$ cat src/rtl/fetch_stage.sv
// rtl/fetch_stage.sv - instruction fetch stage with single-outstanding imem handshake
// Holds the PC, fetches one word at a time and parks a stalled word in a hold buffer.
module fetch_stage #(
   parameter logic [31:0] RESET_PC = 32'h0000_0000,
   parameter logic [31:0] PC_STEP  = 32'd4,
   parameter logic [31:0] NOP_WORD = 32'h0000_0000
) (
   input  logic        clk,
   input  logic        rst,
   input  logic        stall,
   input  logic        branch_taken,
   input  logic [31:0] branch_target,
   output logic        imem_req,
   output logic [31:0] imem_addr,
   input  logic [31:0] imem_rdata,
   input  logic        imem_ready,
   output logic [31:0] pc_out,
   output logic [31:0] instruction,
   output logic        fetch_valid
);

   typedef enum logic [1:0] {IDLE, FETCH, HOLD} state_t;

   state_t      state_q, state_d;
   logic [31:0] pc_q, pc_d;
   logic [31:0] hold_instr_q, hold_instr_d;
   logic [31:0] hold_pc_q, hold_pc_d;
   logic [31:0] pc_out_d, instr_d;
   logic        valid_d;

   assign imem_addr = pc_q;

   always_ff @(posedge clk or negedge rst) begin
      if (!rst) begin
         state_q      <= IDLE;
         pc_q         <= RESET_PC;
         hold_instr_q <= NOP_WORD;
         hold_pc_q    <= 32'h0;
         pc_out       <= 32'h0;
         instruction  <= NOP_WORD;
         fetch_valid  <= 1'b0;
      end else begin
         state_q      <= state_d;
         pc_q         <= pc_d;
         hold_instr_q <= hold_instr_d;
         hold_pc_q    <= hold_pc_d;
         pc_out       <= pc_out_d;
         instruction  <= instr_d;
         fetch_valid  <= valid_d;
      end
   end

   always_comb begin
      state_d      = state_q;
      pc_d         = pc_q;
      hold_instr_d = hold_instr_q;
      hold_pc_d    = hold_pc_q;
      pc_out_d     = pc_out;
      instr_d      = instruction;
      valid_d      = fetch_valid;
      imem_req     = 1'b0;

      case (state_q)
         IDLE: begin
            state_d = FETCH;
         end
         FETCH: begin
            imem_req = 1'b1;
            if (imem_ready) begin
               pc_d = pc_q + PC_STEP;
               if (stall) begin
                  hold_instr_d = imem_rdata;
                  hold_pc_d    = pc_q;
                  state_d      = HOLD;
               end else begin
                  instr_d  = imem_rdata;
                  pc_out_d = pc_q;
                  valid_d  = 1'b1;
               end
            end else if (!stall) begin
               instr_d = NOP_WORD;
               valid_d = 1'b0;
            end
         end
         HOLD: begin
            if (!stall) begin
               instr_d  = hold_instr_q;
               pc_out_d = hold_pc_q;
               valid_d  = 1'b1;
               state_d  = FETCH;
            end
         end
         default: begin
            state_d = IDLE;
         end
      endcase

      // Redirect wins over stall and discards any in-flight or parked word.
      if (branch_taken) begin
         pc_d    = {branch_target[31:2], 2'b00};
         instr_d = NOP_WORD;
         valid_d = 1'b0;
         state_d = FETCH;
      end
   end

endmodule

$ cat config.mk
export PLATFORM = sky130hd
export DESIGN_NAME = fetch_stage
export DESIGN_NICKNAME = d
export VERILOG_FILES = /design/src/rtl/fetch_stage.sv
export SDC_FILE = /design/constraint.sdc
export NUM_CORES = 1
export LEC_CHECK = 0
export ABC_AREA = 1
export CORE_MARGIN = 4
export CORE_UTILIZATION = 45
export CTS_CLUSTER_DIAMETER = 30
export DETAILED_ROUTE_END_ITERATION = 12
export PLACE_DENSITY = 0.68
export SETUP_SLACK_MARGIN = 0.2
export SLEW_MARGIN = 25
export SYNTH_ARGS = -nofsm -noshare
export SYNTH_HDL_FRONTEND = slang
export SYNTH_SLANG_ARGS = --single-unit
$ cat constraint.sdc
create_clock -name clk -period 1.6 [get_ports clk]
set_input_delay 0.32 -clock clk [delete_from_list [all_inputs] [get_ports clk]]
set_output_delay 0.32 -clock clk [all_outputs]
set_load 0.02 [all_outputs]
### Word-level counts from Yosys, hierarchy flattened

Index checks and enable logic that the tools add are counted.
Widths: inputs -> output; s select.

| storage, ports and cells | value |
|---|---|
| word-level logic and storage cells | 53 |
| bits of input ports | 69 |
| bits in registers | 163 |
| output and inout port bits | 98 |

| operators by class | value |
|---|---|
| equality and inequality tests | 10 |
| muxes and demuxes | 24 |
| reduce and logical (&&, ||, !) cells | 11 |
| add/sub/neg operators | 1 |

Operators by type and width:

| cell | number |
|---|---|
| $mux 32 | 11 |
| $pmux 32 s2 | 2 |
| $add 32x3->32 const B | 1 |
| $ne 3x3->1 const B | 4 |
| $reduce_and 3->1 | 3 |
| $mux 2 | 4 |
| $ne 2x2->1 const B | 3 |
| $pmux 2 s3 | 1 |
| $reduce_bool 2->1 | 3 |
| $mux 1 | 5 |
| $ne 4x4->1 const B | 1 |
| $reduce_and 2->1 | 2 |
| $reduce_and 4->1 | 1 |
| $reduce_bool 3->1 | 1 |
| $eq 2x1->1 const B | 1 |
| $eq 2x2->1 const B | 1 |
| $logic_not 2->1 | 1 |
| $pmux 1 s2 | 1 |

### Logic depth before layout (Yosys ltp)

Gate-level depths: netlist (run 1).

| logic depth | value |
|---|---|
| word-level depth | 4 |
| depth in mapped cells | 10 |
| depth with buffers taken out | 10 |

### Worst setup path after synthesis (run 1)

OpenSTA, ideal clock, no wires.

| timing | value |
|---|---|
| kind | register to register |
| start point | register pc_q[3] (netlist: imem_addr[3]) |
| end point | register pc_q[22] (netlist: imem_addr[22]) |
| data required time | 1.476 ns |
| setup slack | -0.038 ns |
| path buffers | 0 |
| cell stages (with the launch flop) | 9 |
| library setup time | 0.124 ns |
| period minus slack after synthesis | 1.638 ns |
| arrival time | 1.514 ns |
| cell sequence | dfrtp_1 -> ha_1 -> nand2_1 -> nor2_1 -> nand2_1 -> nor2_2 -> nand3_1 -> nand3_1 -> nand3_1 |

| on the way | value |
|---|---|
| word-level cells in the longest chain between the ends | 4 |

Ends and longest elaborated chain:

| item | line | RTL |
|---|---|---|
| start: declaration | 25 | `logic [31:0] pc_q, pc_d;` |
| start signal: assignment | 44 | `pc_q <= pc_d;` |
| $add 32x3->32 | 70 | `pc_d = pc_q + PC_STEP;` |
| $mux 32 | 69 | `if (imem_ready) begin` |
| $mux 32 | 63 | `case (state_q)` |
| $mux 32 | 99 | `if (branch_taken) begin` |

Every way passes these cells. The select of a mux whose other input is x is not followed.
A chain may end at the register's enable or synchronous reset.

### Worst setup path in the final report (run 1)

| timing | value |
|---|---|
| start point | register state_q[1] |
| end point | register hold_pc_q[15] |

| on the way | value |
|---|---|
| word-level cells in the longest chain between the ends | 2 |

Ends and longest elaborated chain:

| item | line | RTL |
|---|---|---|
| start: declaration | 24 | `state_t state_q, state_d;` |
| start signal: assignment | 43 | `state_q <= state_d;` |
| $eq 2x1->1 | 63 |  |
| $reduce_and 3->1 (no source line) | - |  |
| end signal: assignment | 46 | `hold_pc_q <= hold_pc_d;` |
| end: declaration | 27 | `logic [31:0] hold_pc_q, hold_pc_d;` |

Every way passes these cells.

==> out/results.ini, run 1 <==
[sta]
tightest_slew_ps=508.1
whs_ps=372.7
relSlewSlack_pct=66.02
rsz0062_at_grt=yes
finalSetupTns_ps=0
final.setup.worst_slack_ps=4.748
setup_viol_count_final=0
slew_viol_final=0
period_share_pct=99.70
max_freq_mhz=626.9
fin_crit_ps=1595
final-hold-violation-count=0
skew_ps=8.965

[power]
vdd_drop_max_v=0.0009329
powerDensity_nw_per_um2=1141
p_leak_nw=5.466
power_w=0.01317

[die]
rows=47
die_h_um=139.7
io_pins=167
start_util_pct=46.41
fp.dieW_um=139.7
die_area_um2=19520
core_area_um2=16820

[critical_path]
start_kind=register
path_max_fanout=5
end_kind=register
reg2regPathDepth=7
crit_type=register to register
r2r_setup_slack_ps=5
rr_startpoint=state_q[1]
arrival_ps=1910
cp_data_required_time_ps=1920
r2r-end=hold_pc_q[15]
cp-endpoint=hold_pc_q[15]
cp-startpoint=state_q[1]

[grt]
overflow=0
grt_antenna_before_repair=0
grt_max_degree=52
grt_pass1_wl_um=37960
grt_usage_pct=24.16
grt_pass1_vias=7092

[synthesis]
synth_top_area_share_pct=50.33
avgSynthCellArea_um2=8.645
synth_area_leaders=dfrtp_1, nand2_1, mux2_4
yosysSeqAreaShare_pct=50.33
syn_inst=903
ys_types=34
ys_warn_count=0
synth_area_um2=7806
ys_ff_latch=157
yosysTopAreaCell=dfrtp_1

[cells_and_area]
fin_nets=1232
drive_gt1_share_pct=34.72
syn2layout_area_growth_pct=47.80
fillers=1327
antenna_cells=0
instances_no_fill=1395

[cts]
clock_latency_ps=440
cts_tree=yes
cts.sinks=157
path_clk_slew_ps=70
cts_buffers=17
htreeDepth=4
root_buffer=clkbuf_16
clk_path_buf_depth=2

[place]
dp_slack_ps=-178.1
hpwl_um=15450
gp_congestion=0.8854
portBuffers=160
numPlacedInstances=1288

[drt]
wl_per_cell_um=17.99
viasPerCell=5.316
drt_wl_total_um=25100
vias=7416
ant_nets=0
drc=0
dr.first_iter.drc_count=579
drtPass1Iterations=5

[outcome]
outcome=completed

[worst_hold_path]
hold_class=primary input to asynchronous set/reset pin

[flow_run]
maxCapViolCount=0

-- cell usage after synthesis --
master,count
clkbuf_1,24
buf_6,6
inv_2,5
and2_1,1
o221ai_1,2
mux2_4,34
inv_1,43
buf_4,11
o21bai_1,3
o31ai_2,8
nor3_1,2
o21ai_1,6
nand3_1,46
dfrtp_1,157
xor2_1,5
buf_2,16
nand3b_1,1
nor2_2,5
xnor2_1,2
nand2_1,282
ha_1,1
o21ai_0,64
nor2_4,6
o22ai_1,1
conb_1,1
nand2_4,1
a21oi_1,16
nand2_2,3
a221oi_1,1
nand4_1,5
o31ai_1,4
a31oi_1,31
nor2_1,85
o211ai_1,25
-- registers in the layout (all words and copies together) (netlist names) --
name	count
hold_pc_q	30
state_q	2
fetch_valid	1
pc_out	30
hold_instr_q	32
instruction	32
imem_addr	30
-- worst max-delay path, stage by stage (launching register included) --
cell and delay, ps:
dfrtp_1 420, nor2_4 150, nand2_4 80, clkinv_4 60, buf_4 160, nand2_8 110
clkbuf_16 210, mux2_4 290
-- cells in the final DEF (no fill, tap or decap), types with 4 or more instances in the layout --
master | synthesis | routed
a21oi_1 | 16 | 16
a31oi_1 | 31 | 31
buf_12 | 0 | 19
buf_16 | 0 | 5
buf_2 | 16 | 79
buf_4 | 11 | 83
buf_6 | 6 | 32
bufinv_16 | 0 | 4
clkbuf_16 | 0 | 20
clkdlybuf4s50_1 | 0 | 65
clkinv_4 | 0 | 7
conb_1 | 1 | 4
dfrtp_1 | 157 | 135
dfrtp_2 | 0 | 22
inv_1 | 43 | 40
inv_2 | 5 | 5
mux2_4 | 34 | 34
nand2_1 | 282 | 262
nand2_2 | 3 | 17
nand2_4 | 1 | 6
nand3_1 | 46 | 38
nand3_2 | 0 | 7
nand4_1 | 5 | 5
nor2_1 | 85 | 64
nor2_2 | 5 | 11
nor2_4 | 6 | 21
o211ai_1 | 25 | 25
o21ai_0 | 64 | 40
o21ai_1 | 6 | 25
o21ai_2 | 0 | 5
o31ai_2 | 8 | 11
xor2_1 | 5 | 4
-- worst min-delay path by stage --
stage | from | to | slack [ps] | depth (start not counted)
2_1_floorplan | rst | fetch_valid | 20 | 0
3_3_place_gp | rst | instruction[19] | 280 | 1
3_5_place_dp | rst | instruction[21] | 280 | 1
4_1_cts | rst | instruction[19] | 390 | 2
5_1_grt | rst | instruction[19] | 410 | 2
6_report | rst | instruction[19] | 370 | 2
-- repair_timing --
item / in CTS / in global routing
cloned: 6 / 7
pin swaps: 12 / 32
endpoints found under the setup margin: 230 / 205
hold buffers: 1 / 0
hold endpoints to repair: 35 / 0
gates resized for setup: 418 / 143
setup buffers: 31 / 30
-- cells by family (layout without fill, tap and decap cells) --
kind of cell    count (synthesis)  in the layout  share of synthesized area (%)
other cells                     1              4                        0.04804
fa+ha+maj                       1              1                         0.1603
mux                            34             34                          6.540
compound gates                161            161                          12.77
xor+xnor                        7              7                         0.7854
simple gates                  437            438                          22.95
flops                         157            157                          50.33
buf+inv                       105            373                          6.411
-- through the flow --
stage	cell area, µm²	utilization, %
2_1_floorplan	7855	-
3_3_place_gp	10040	59.67
3_5_place_dp	10040	59.67
4_1_cts	11060	65.78
5_1_grt	11540	68.60
6_report	11540	68.60
-- layout make-up --
class,instances,area (µm²),area share [%]
clock buffer,20,456.7,3.958
clock inverter,12,187.7,1.627
inverter,48,190.2,1.648
multi-input combinational,645,3746,32.47
sequential,157,3956,34.29
tap,220,275.3,2.386
timing repair buffer,293,2725,23.62
-- report_power, final --
part	total [W]	switching (W)	internal, W
Clock	0.00440	0.00170	0.00271
Combinational	0.00357	0.00188	0.00169
Sequential	0.00520	0.000496	0.00470
Total	0.0132	0.00407	0.00910
-- layer usage --
layer / wire, µm / GRT usage (%) / part of all wire (%)
met1: 10680 / 33.52 / 43
met2: 12260 / 38.31 / 49
met3: 1618 / 4.288 / 6.4
met4: 542 / 8.516 / 2.2
met5: 0 / 0 / 0
No activity file was read; power rests on OpenSTA's default activity.
==> run 2, diff against run 1 <==
ABC_AREA = 0   (was 1)
PLACE_DENSITY = 0.69   (was 0.68)
SLEW_MARGIN = 10   (was 25)
==> run 2 against run 1 <==
The flow now finishes with violations (setup timing). Wire length shrank 0.93%. Non-clock buffer count grew 31. Flip-flop and latch count is the same. Cell count shrank 16%. Combinational power shrank 6.4%. Register-to-register slack lost 160 ps. Count of clock-buffer cells in the layout grew 5. Critical path type unchanged.
==> out/results.ini, run 2 <==
[cts]
clock_latency_ps=430
htreeDepth=4
clk_path_buf_depth=2
root_buffer=clkbuf_16
cts_tree=yes
path_clk_slew_ps=60
cts.sinks=157
cts_buffers=17

[drt]
m1WireLength_um=9628
dr.first_iter.drc_count=399
top_layer=met4
drt_wl_total_um=24870
drc=0
vias=6818
viasPerCell=5.793
met3WireLength_um=2034
drtPass1Iterations=5
wl_per_cell_um=21.13
met2RoutedLength_um=12540
ant_nets=0

[grt]
grt_pass1_wl_um=35010
grt_antenna_before_repair=0
grt_max_degree=43
overflow=0
grt_pass1_vias=6589
grt_usage_pct=24.57

[synthesis]
synth_edf_count=0
async_flop_share_pct=100.0
netlist_top_cells_count=dfrtp_1, nand2_1, nor2_1
synth_flop_cell=dfrtp_1
ys_warn_count=0
synth.most_common_cell=dfrtp_1
ys_ff_latch=157
synth_top_area_share_pct=55.30
yosysTopAreaCell=dfrtp_1
synth_area_um2=7104
syn_inst=660
yosysSeqAreaShare_pct=55.30
ys_types=43
synth_area_leaders=dfrtp_1, mux2_2, nand2_1
avgSynthCellArea_um2=10.76

[cells_and_area]
drive_gt1_share_pct=48.96
fin_nets=1024
syn2layout_area_growth_pct=67.07
layout_common_cells=dfrtp_1, nand2_1, buf_6
design_area_um2=11870
antenna_cells=0
final_common_cell=dfrtp_1
top_regs=hold_instr_q x32, instruction x32

[power]
powerDensity_nw_per_um2=1048
p_leak_nw=5.113
vdd_drop_max_v=0.0007686

[critical_path]
start_kind=register
r2r_setup_slack_ps=-150
path_max_fanout=6
arrival_ps=2090
end_kind=register
cp_data_required_time_ps=1940
reg2regPathDepth=8
crit_type=register to register

[place]
hpwl_um=13500
placed_cell_area_um2=9658
portBuffers=160
gp_congestion=0.8209

[die]
core_area_um2=15310
die_h_um=133.6
start_util_pct=46.39
io_pins=167
fp.dieW_um=133.6
die_area_um2=17860
rows=45

[sta]
max_freq_mhz=569.9
final-hold-violation-count=0
rsz0062_at_grt=yes
setup_viol_count_final=137
fin_crit_ps=1755
skew_ps=8.126
finalSetupTns_ps=-11570
final.setup.worst_slack_ps=-154.8
slew_viol_final=0
period_share_pct=109.7

[flow_run]
maxCapViolCount=0

[worst_hold_path]
hold_class=primary input to register
hold_depth=3

[outcome]
outcome=finished with violations
violations=setup timing

==> run 2: cell count changes after synthesis, moves of 24 or more <==
cell,before,now
inv_1,43,2
mux2_2,0,60
o21ai_0,64,14
mux2_4,34,0
nand2_1,282,103
nor2_1,85,61
==> run 2: final cells by class <==
| class | count | area [µm²] |
|---|---|---|
| Timing Repair Buffer | 324 | 3421 |
| Sequential cell | 157 | 3949 |
| Fill cell | 943 | 3446 |
| Tap cell | 211 | 264.0 |
| Multi-Input combinational cell | 451 | 3643 |
| Inverter | 3 | 11.26 |
| Clock buffer | 25 | 495.5 |
| Clock inverter | 6 | 85.08 |
==> run 2: path summary, 6_finish.rpt <==
check / endpoint / start
max in group asynchronous: pc_out[4] / rst
worst min-delay path: imem_addr[8] / branch_taken
worst max-delay path: pc_out[21] / state_q[1]
worst max register to register: pc_out[21] / state_q[1]
worst min register to register: instruction[9] / instruction[9]
min in group asynchronous: pc_out[17] / rst
==> run 2: kinds of logic (layout without fill, tap and decap cells) <==
kind of cell	after synthesis	in the layout	synth area share (%)
xor gates and xnor gates	9	9	1.110
other	1	4	0.05278
muxes	79	79	12.19
AOI/OAI and AO/OA	116	116	11.71
and+or+nand+nor	241	242	15.69
adders and majority gates	1	1	0.1761
DFF	157	157	55.30
buffers and inverters	56	358	3.769
==> run 2: metrics by stage <==
step | hold WS [ps] | setup WS (ps) | instances | power [W] | util, %
after floorplan | 24.41 | -93.64 | 663 | 0.006404 | -
after global placement | 231.3 | -596.6 | 1056 | 0.007627 | 63.06
after detailed placement | 234.4 | -658.9 | 1056 | 0.007726 | 63.06
after CTS | 317.5 | -72.76 | 1127 | 0.01190 | 70.58
after global routing | 331.1 | -210.6 | 1177 | 0.01292 | 77.50
final | 336.6 | -154.8 | 1177 | 0.01244 | 77.50
==> run 2: layer usage <==
layer  up-vias  GRT usage [%]
li1       2998              -
met1      3409          30.64
met2       346          40.80
met3        65          7.062
met4         0          9.086
met5         -              0
==> run 2: power breakdown <==
part / leakage [nW] / switching (W) / internal, W
registers: 1.86 / 0.000453 / 0.00462
clock network: 0.279 / 0.00157 / 0.00245
logic: 2.97 / 0.00162 / 0.00172
total: 5.11 / 0.00365 / 0.00879
==> run 2: what timing repair did <==
item	CTS	global route
pin swaps	20	37
setup buffers	31	36
cloned	8	14
resized for setup	454	171
hold buffers	1	0
setup endpoints to repair	247	209
hold endpoints to repair	28	0
==> run 2: critical path: stages, from the launching register on <==
cell and delay [ps]:
dfrtp_1 380, buf_6 140, and3b_1 250, buf_6 160, o21ba_4 190, buf_12 170, clkbuf_16 190, nor2_2 40
a31oi_1 150
